File: src/rtl/scan_master_pkg.sv
// scan_master_pkg: shared state encoding and limits for the scan chain initiator.
package scan_master_pkg;

    // Shortest phase pulse/gap that still leaves the chip's latches non-overlapping.
    localparam int MIN_PHASE_CYC = 2;

    typedef enum logic [3:0] {
        S_IDLE,
        S_CAP_HI,
        S_CAP_GAP,
        S_PHI_HI,
        S_PHI_GAP,
        S_PHB_HI,
        S_PHB_GAP,
        S_UPD_HI,
        S_UPD_GAP,
        S_DONE
    } scan_state_t;

    // True for every state whose length is set by the phase timer.
    function automatic logic is_timed(input scan_state_t s);
        return !((s == S_IDLE) || (s == S_DONE));
    endfunction

endpackage

File: src/rtl/scan_master_phase_timer.sv
// scan_phase_timer: measures PHASE_CYC cycles for each *_HI/*_GAP state and
// flags the last cycle. Because every timed state ends on that flag, clearing
// the count on it restarts the timer on each state change.
module scan_phase_timer #(
    parameter int PHASE_CYC = 4
) (
    input  logic clk,
    input  logic reset,
    input  logic i_run,
    output logic o_phase_done
);

    localparam int CW = $clog2(PHASE_CYC);

    logic [CW-1:0] r_count;

    assign o_phase_done = i_run && (r_count == CW'(PHASE_CYC - 1));

    // Count cycles spent in the current timed state; idle states hold the count at zero.
    always_ff @(posedge clk) begin
        if (reset) begin
            r_count <= '0;
        end else if (!i_run || o_phase_done) begin
            r_count <= '0;
        end else begin
            r_count <= r_count + CW'(1);
        end
    end

endmodule

File: src/rtl/scan_master.sv
// scan_master: turns a parallel write/read command into the two-phase,
// non-overlapping scan sequence of the ex_scan chain and returns the bits
// shifted out of the chip.
module scan_master
    import scan_master_pkg::*;
#(
    parameter int CHAIN_LEN = 64,
    parameter int PHASE_CYC = 4
) (
    input  logic                 clk,
    input  logic                 reset,
    input  logic                 cmd_valid,
    output logic                 cmd_ready,
    input  logic                 cmd_capture,
    input  logic                 cmd_update,
    input  logic [CHAIN_LEN-1:0] cmd_wdata,
    output logic                 rsp_valid,
    output logic [CHAIN_LEN-1:0] rsp_data,
    output logic                 scan_reset,
    output logic                 scan_phi,
    output logic                 scan_phi_bar,
    output logic                 scan_load_chip,
    output logic                 scan_load_chain,
    output logic                 scan_data_in,
    input  logic                 scan_data_out
);

    localparam int BW = $clog2(CHAIN_LEN);

    generate
        if (PHASE_CYC < MIN_PHASE_CYC) begin : g_bad_phase
            $error("scan_master: PHASE_CYC must be at least %0d", MIN_PHASE_CYC);
        end
        if (CHAIN_LEN < 2) begin : g_bad_len
            $error("scan_master: CHAIN_LEN must be at least 2");
        end
    endgenerate

    scan_state_t          r_state;
    scan_state_t          w_next;
    logic                 r_cap;
    logic                 r_upd;
    logic [BW-1:0]        r_bit;
    logic [CHAIN_LEN-1:0] r_sr;
    logic [CHAIN_LEN-1:0] w_sr_next;
    logic                 r_sync1;
    logic                 r_sync2;
    logic                 r_sample;
    logic                 r_scan_reset;
    logic                 r_phi;
    logic                 r_phb;
    logic                 r_ld_chip;
    logic                 r_ld_chain;
    logic                 r_din;
    logic                 r_rsp_valid;
    logic [CHAIN_LEN-1:0] r_rsp_data;
    logic                 w_phase_done;
    logic                 w_accept;
    logic                 w_shift;

    assign cmd_ready       = (r_state == S_IDLE) && !reset;
    assign w_accept        = cmd_valid && cmd_ready;
    assign w_shift         = (r_state == S_PHB_GAP) && w_phase_done;

    assign scan_reset      = r_scan_reset;
    assign scan_phi        = r_phi;
    assign scan_phi_bar    = r_phb;
    assign scan_load_chip  = r_ld_chip;
    assign scan_load_chain = r_ld_chain;
    assign scan_data_in    = r_din;
    assign rsp_valid       = r_rsp_valid;
    assign rsp_data        = r_rsp_data;

    scan_phase_timer #(
        .PHASE_CYC(PHASE_CYC)
    ) u_timer (
        .clk         (clk),
        .reset       (reset),
        .i_run       (is_timed(r_state)),
        .o_phase_done(w_phase_done)
    );

    // Forward the board reset to the chip one cycle later.
    always_ff @(posedge clk) begin
        r_scan_reset <= reset;
    end

    // State register.
    always_ff @(posedge clk) begin
        if (reset) begin
            r_state <= S_IDLE;
        end else begin
            r_state <= w_next;
        end
    end

    // Next-state sequencing: optional capture, phi/phi_bar pair per bit, optional update.
    always_comb begin
        w_next = r_state;
        case (r_state)
            S_IDLE:    if (w_accept) w_next = cmd_capture ? S_CAP_HI : S_PHI_HI;
            S_CAP_HI:  if (w_phase_done) w_next = S_CAP_GAP;
            S_CAP_GAP: if (w_phase_done) w_next = S_PHI_HI;
            S_PHI_HI:  if (w_phase_done) w_next = S_PHI_GAP;
            S_PHI_GAP: if (w_phase_done) w_next = S_PHB_HI;
            S_PHB_HI:  if (w_phase_done) w_next = S_PHB_GAP;
            S_PHB_GAP: begin
                if (w_phase_done) begin
                    if (r_bit == '0) begin
                        w_next = r_upd ? S_UPD_HI : S_DONE;
                    end else begin
                        w_next = S_PHI_HI;
                    end
                end
            end
            S_UPD_HI:  if (w_phase_done) w_next = S_UPD_GAP;
            S_UPD_GAP: if (w_phase_done) w_next = S_DONE;
            S_DONE:    w_next = S_IDLE;
            default:   w_next = S_IDLE;
        endcase
    end

    // Shift register next value: load on accept, shift in the sampled bit at the end of each bit.
    always_comb begin
        w_sr_next = r_sr;
        if (w_accept) begin
            w_sr_next = cmd_wdata;
        end else if (w_shift) begin
            w_sr_next = {r_sr[CHAIN_LEN-2:0], r_sample};
        end
    end

    // Command latches, bit counter, shift register and the synchronized return bit.
    always_ff @(posedge clk) begin
        if (reset) begin
            r_cap    <= 1'b0;
            r_upd    <= 1'b0;
            r_bit    <= '0;
            r_sr     <= '0;
            r_sync1  <= 1'b0;
            r_sync2  <= 1'b0;
            r_sample <= 1'b0;
        end else begin
            r_sync1 <= scan_data_out;
            r_sync2 <= r_sync1;
            r_sr    <= w_sr_next;
            if (w_accept) begin
                r_cap <= cmd_capture;
                r_upd <= cmd_update;
                r_bit <= BW'(CHAIN_LEN - 1);
            end else if (w_shift && (r_bit != '0)) begin
                r_bit <= r_bit - BW'(1);
            end
            if ((r_state == S_PHI_GAP) && w_phase_done) begin
                r_sample <= r_sync2;
            end
        end
    end

    // Registered strobes and response, decoded from the state being entered so they align with it.
    always_ff @(posedge clk) begin
        if (reset) begin
            r_phi       <= 1'b0;
            r_phb       <= 1'b0;
            r_ld_chip   <= 1'b0;
            r_ld_chain  <= 1'b0;
            r_din       <= 1'b0;
            r_rsp_valid <= 1'b0;
            r_rsp_data  <= '0;
        end else begin
            r_phi       <= (w_next == S_PHI_HI);
            r_phb       <= (w_next == S_PHB_HI) || (w_next == S_CAP_HI);
            r_ld_chip   <= (w_next == S_UPD_HI);
            r_ld_chain  <= (w_next == S_CAP_HI);
            r_din       <= (w_next inside {S_PHI_HI, S_PHI_GAP, S_PHB_HI, S_PHB_GAP})
                           ? w_sr_next[CHAIN_LEN-1] : 1'b0;
            r_rsp_valid <= (w_next == S_DONE);
            if (w_next == S_DONE) begin
                r_rsp_data <= w_sr_next;
            end
        end
    end

endmodule
File: config.mk
export PLATFORM = sky130hd
export DESIGN_NAME = scan_master
export DESIGN_NICKNAME = d
export VERILOG_FILES = /design/src/rtl/scan_master_pkg.sv /design/src/rtl/scan_master_phase_timer.sv /design/src/rtl/scan_master.sv
export SDC_FILE = /design/constraint.sdc
export NUM_CORES = 1
export LEC_CHECK = 0
export BUFFER_PORTS_ARGS = -buffer_cell sky130_fd_sc_hd__buf_2
export CAP_MARGIN = 15
export CORE_ASPECT_RATIO = 0.75
export CORE_MARGIN = 2
export CORE_UTILIZATION = 45
export CTS_CLUSTER_SIZE = 16
export DETAILED_ROUTE_END_ITERATION = 7
export PLACE_DENSITY = 0.68
export SYNTH_ARGS = -nofsm -noshare
export SYNTH_HDL_FRONTEND = slang
export SYNTH_SLANG_ARGS = --single-unit
File: constraint.sdc
create_clock -name clk -period 2.95 [get_ports clk]
set_clock_uncertainty 0.15 [all_clocks]
set_input_delay 0.885 -clock clk [delete_from_list [all_inputs] [get_ports clk]]
set_output_delay 0.885 -clock clk [all_outputs]
set_load 0.005 [all_outputs]
==> summary.txt <==
Outcome
  – Status: finished clean

GRT
  – First-pass GRT wire length: 25.3 mm
  – Gr usage total: 21.1%
  – GR Util met1: 28.8%
  – Pin count of the biggest net entering global routing: 52
  – Layer with the highest usage: met2
  – Antenna violations before repair: 2
  – Number of global-route vias before repair: 5179
  – Met2 Resource Use GR: around 33%
  – Grt total ovfl: 0
  – Global Route met3 Usage: 5.50%

Detailed routing
  – Vias per cell: 5.41
  – Initial detailed-routing violation count: 398
  – # DRC: 0
  – Final ANT Viol Nets: 0
  – Wire length per cell: 15.6 um
  – Drt total wl: 15.5 mm
  – Via Count: 5372
  – DR pass1 iterations: 4

Synthesis
  – Cell accounting for the most synthesized area: dfxtp_1
  – Ys async rst share: 0%
  – Synthesized area: 6090 um2
  – YS warnings: 0
  – Yosys reg bits: approximately 150
  – Mapped Cells: between 600 and 700
  – Seq/Total Area, Yosys: 49.6%
  – Net Count, Synth: roughly 760
  – Syn Area/Cell: 8.91 um2
  – EDFF count, synth: 0
  – Main area contributors after synthesis: dfxtp_1, a21oi_1, a22o_1
  – Yosys cell types: 52
  – Share of the synthesized area in the top cell type: approximately half
  – Prevailing post-synth register cell: dfxtp_1

Critical path
  – Worst-path maximum fanout: 40
  – CP Capture Type: flip-flop
  – R2R cell count: 8
  – Critical path type: reg -> reg
  – Worst Path Required: 3.15 ns
  – R2r setup slk: 0.24 ns
  – Worst r2r src: r_bit[0]
  – CP Launch Type: flip-flop
  – Reg2reg end: rsp_data[51]
  – Critical path arrival: 2.91 ns

Timing
  – Final Setup Violations: 0
  – Post-route setup slack: 0.241 ns
  – TNS Setup: 0 ns
  – Fin. Hold Viols: 0
  – Unrepaired setup endpoints after global routing: false
  – Fin. max-slew vios: 0
  – Max Clock Freq: 369 MHz
  – Worst Max-Slew Pin Slew: between 0.8 and 0.9 ns
  – Crit path time final: 2.71 ns
  – Worst slew margin: 39.7%
  – Tcrit/Tclk final: 91.8%

Power
  – Power per cell area: about 660 nW/um2
  – Psw: 1.15 mW
  – Clk pwr share: 48.4%
  – Sequential power share: between 40% and 50%
  – Comb pwr share: roughly 8%
  – Leak Pwr: 3.32 nW
  – Total power: between 4 and 5 mW
  – Switching Fraction: 23.2%
  – Max VDD drop: 0.000408 V
  – Internal power: 3.83 mW

Final layout
  – Area grow syn2layout: 24.3%
  – Design area: roughly 7600 um2
  – Layout cells sized above 1: 25.2%
  – FF+latch area: 3020 um2
  – Most frequent cells in the layout: dfxtp_1, buf_2, a21oi_1, nand2_1, nor2_1
  – Final #Nets: roughly 900
  – Number of fillers in the final layout: around 1200
  – Final Non-Filler Cells: 993
  – Area of the multi-input gates: between 2000 and 3000 um2
  – Commonest non-fill, non-tap cell in the layout: dfxtp_1

Clocking
  – CTS tree: built
  – CTS buffer count: 17
  – Hold-fix buffers, CTS: 0
  – Clk buf depth: 2
  – Post-CTS Setup Bufs: 0
  – Resized Gates After CTS: 0
  – CTS Sinks: ~150
  – Clock Latency Late Sink: 0.41 ns
  – CTS H-Tree Depth: 4
  – CTS root buffer: clkbuf_16
  – Clk slew on worst S/H paths: around 0.060 ns

Floorplanning
  – Rows: 36
  – Die Wd: around 140 um
  – I/O Pins: 142
  – Core Region: 13100 um2
  – DIE HEIGHT: 105 um
  – Initial core utilization: 46.5%
  – Die area: 14500 um2

Hold path
  – Hold Crit Start: r_sync1
  – Min-Delay Path Depth: 1
  – Hold endpoint: r_sync2
  – Hold Crit Class: reg -> reg

Placement
  – PortBufs: 141
  – Final GP Congestion: 0.867
  – Final HPWL DP: around 9.9 mm
  – Placed instance area: approximately 6900 um2
  – Worst slack, placed: 0.0146 ns
  – Placed cells: 959

Job
  – Max cap viols: 0
## layout make-up
class | instances | area share, %
clock inverters | 14 | 2.91
well taps | 171 | 2.83
multi-input cells | 473 | 36.7
diodes | 1 | 0.0330
inverters | 7 | 0.347
flip-flops and latches | 151 | 39.9
clock buffers | 18 | 5.80
repair buffers | 158 | 11.5
## worst max-delay path, cell delays in order (launching register included)
cell and delay (ns):
dfxtp_1 0.34, inv_1 0.08, ha_1 0.18, or4b_4 0.50
nor4_4 0.20, nor2_2 0.14, nor3_4 0.58, buf_12 0.30
a22o_1 0.16
## registers in the layout, indices dropped and copies added, names as in the netlist
register / count
r_sr: 64
rsp_data: 64
r_bit: 6
r_state: 4
u_timer.r_count: 2
r_sample: 1
r_sync1: 1
r_sync2: 1
r_upd: 1
rsp_valid: 1
scan_data_in: 1
scan_load_chain: 1
scan_load_chip: 1
scan_phi: 1
scan_phi_bar: 1
scan_reset: 1
## cells in the mapped netlist (5+ instances only)
| master | count |
|---|---|
| dfxtp_1 | 151 |
| a21oi_1 | 132 |
| nand2_1 | 73 |
| nor2_1 | 69 |
| and2_1 | 65 |
| a22o_1 | 63 |
| clkbuf_1 | 25 |
| buf_2 | 15 |
| inv_1 | 7 |
| nor3_1 | 7 |
| buf_4 | 6 |
| buf_6 | 6 |
| nand3_1 | 5 |
## layer usage
layer,up-vias,part of all wire (%)
li1,2626,-
met1,2519,47
met2,214,44
met3,11,8.5
met4,2,0.55
met5,-,0.084
## kinds of logic after synthesis
kind of cell | synth area share, %
AOI/OAI and AO/OA | 22.8
xor gates and xnor gates | 0.719
adders and majority gates | 0.616
buffers and inverters | 5.18
DFF | 49.6
muxes | 0.329
and+or+nand+nor | 20.7
## power by group through the flow
| stage | clock (mW) | combinational (mW) | sequential, mW |
|---|---|---|---|
| 6_report | 2.41 | 0.400 | 2.17 |
| 3_3_place_gp | 0 | 0.385 | 2.21 |
| 3_5_place_dp | 0 | 0.394 | 2.21 |
| 2_1_floorplan | 0 | 0.277 | 2.20 |
| 4_1_cts | 2.45 | 0.398 | 2.17 |
| 5_1_grt | 2.54 | 0.451 | 2.18 |
## how the worst max path moves through the flow
stage	cells after the start	slack (ns)	start	to
after CTS	8	0.02	r_bit[0]	rsp_data[4]
after detailed placement	7	0.01	reset	rsp_data[61]
after global routing	8	0.05	r_bit[0]	rsp_data[0]
after global placement	7	0.02	reset	rsp_data[59]
after floorplan	3	0.24	reset	cmd_ready
final	8	0.24	r_bit[0]	rsp_data[51]
## metrics by stage
| stage | util, % | hold slack, ns |
|---|---|---|
| 2_1_floorplan | - | 0.256 |
| 3_3_place_gp | 52.7 | 0.267 |
| 6_report | 57.8 | 0.299 |
| 5_1_grt | 57.8 | 0.320 |
| 3_5_place_dp | 52.7 | 0.283 |
| 4_1_cts | 57.7 | 0.298 |
Note: power is estimated with default switching activity, not from simulation.
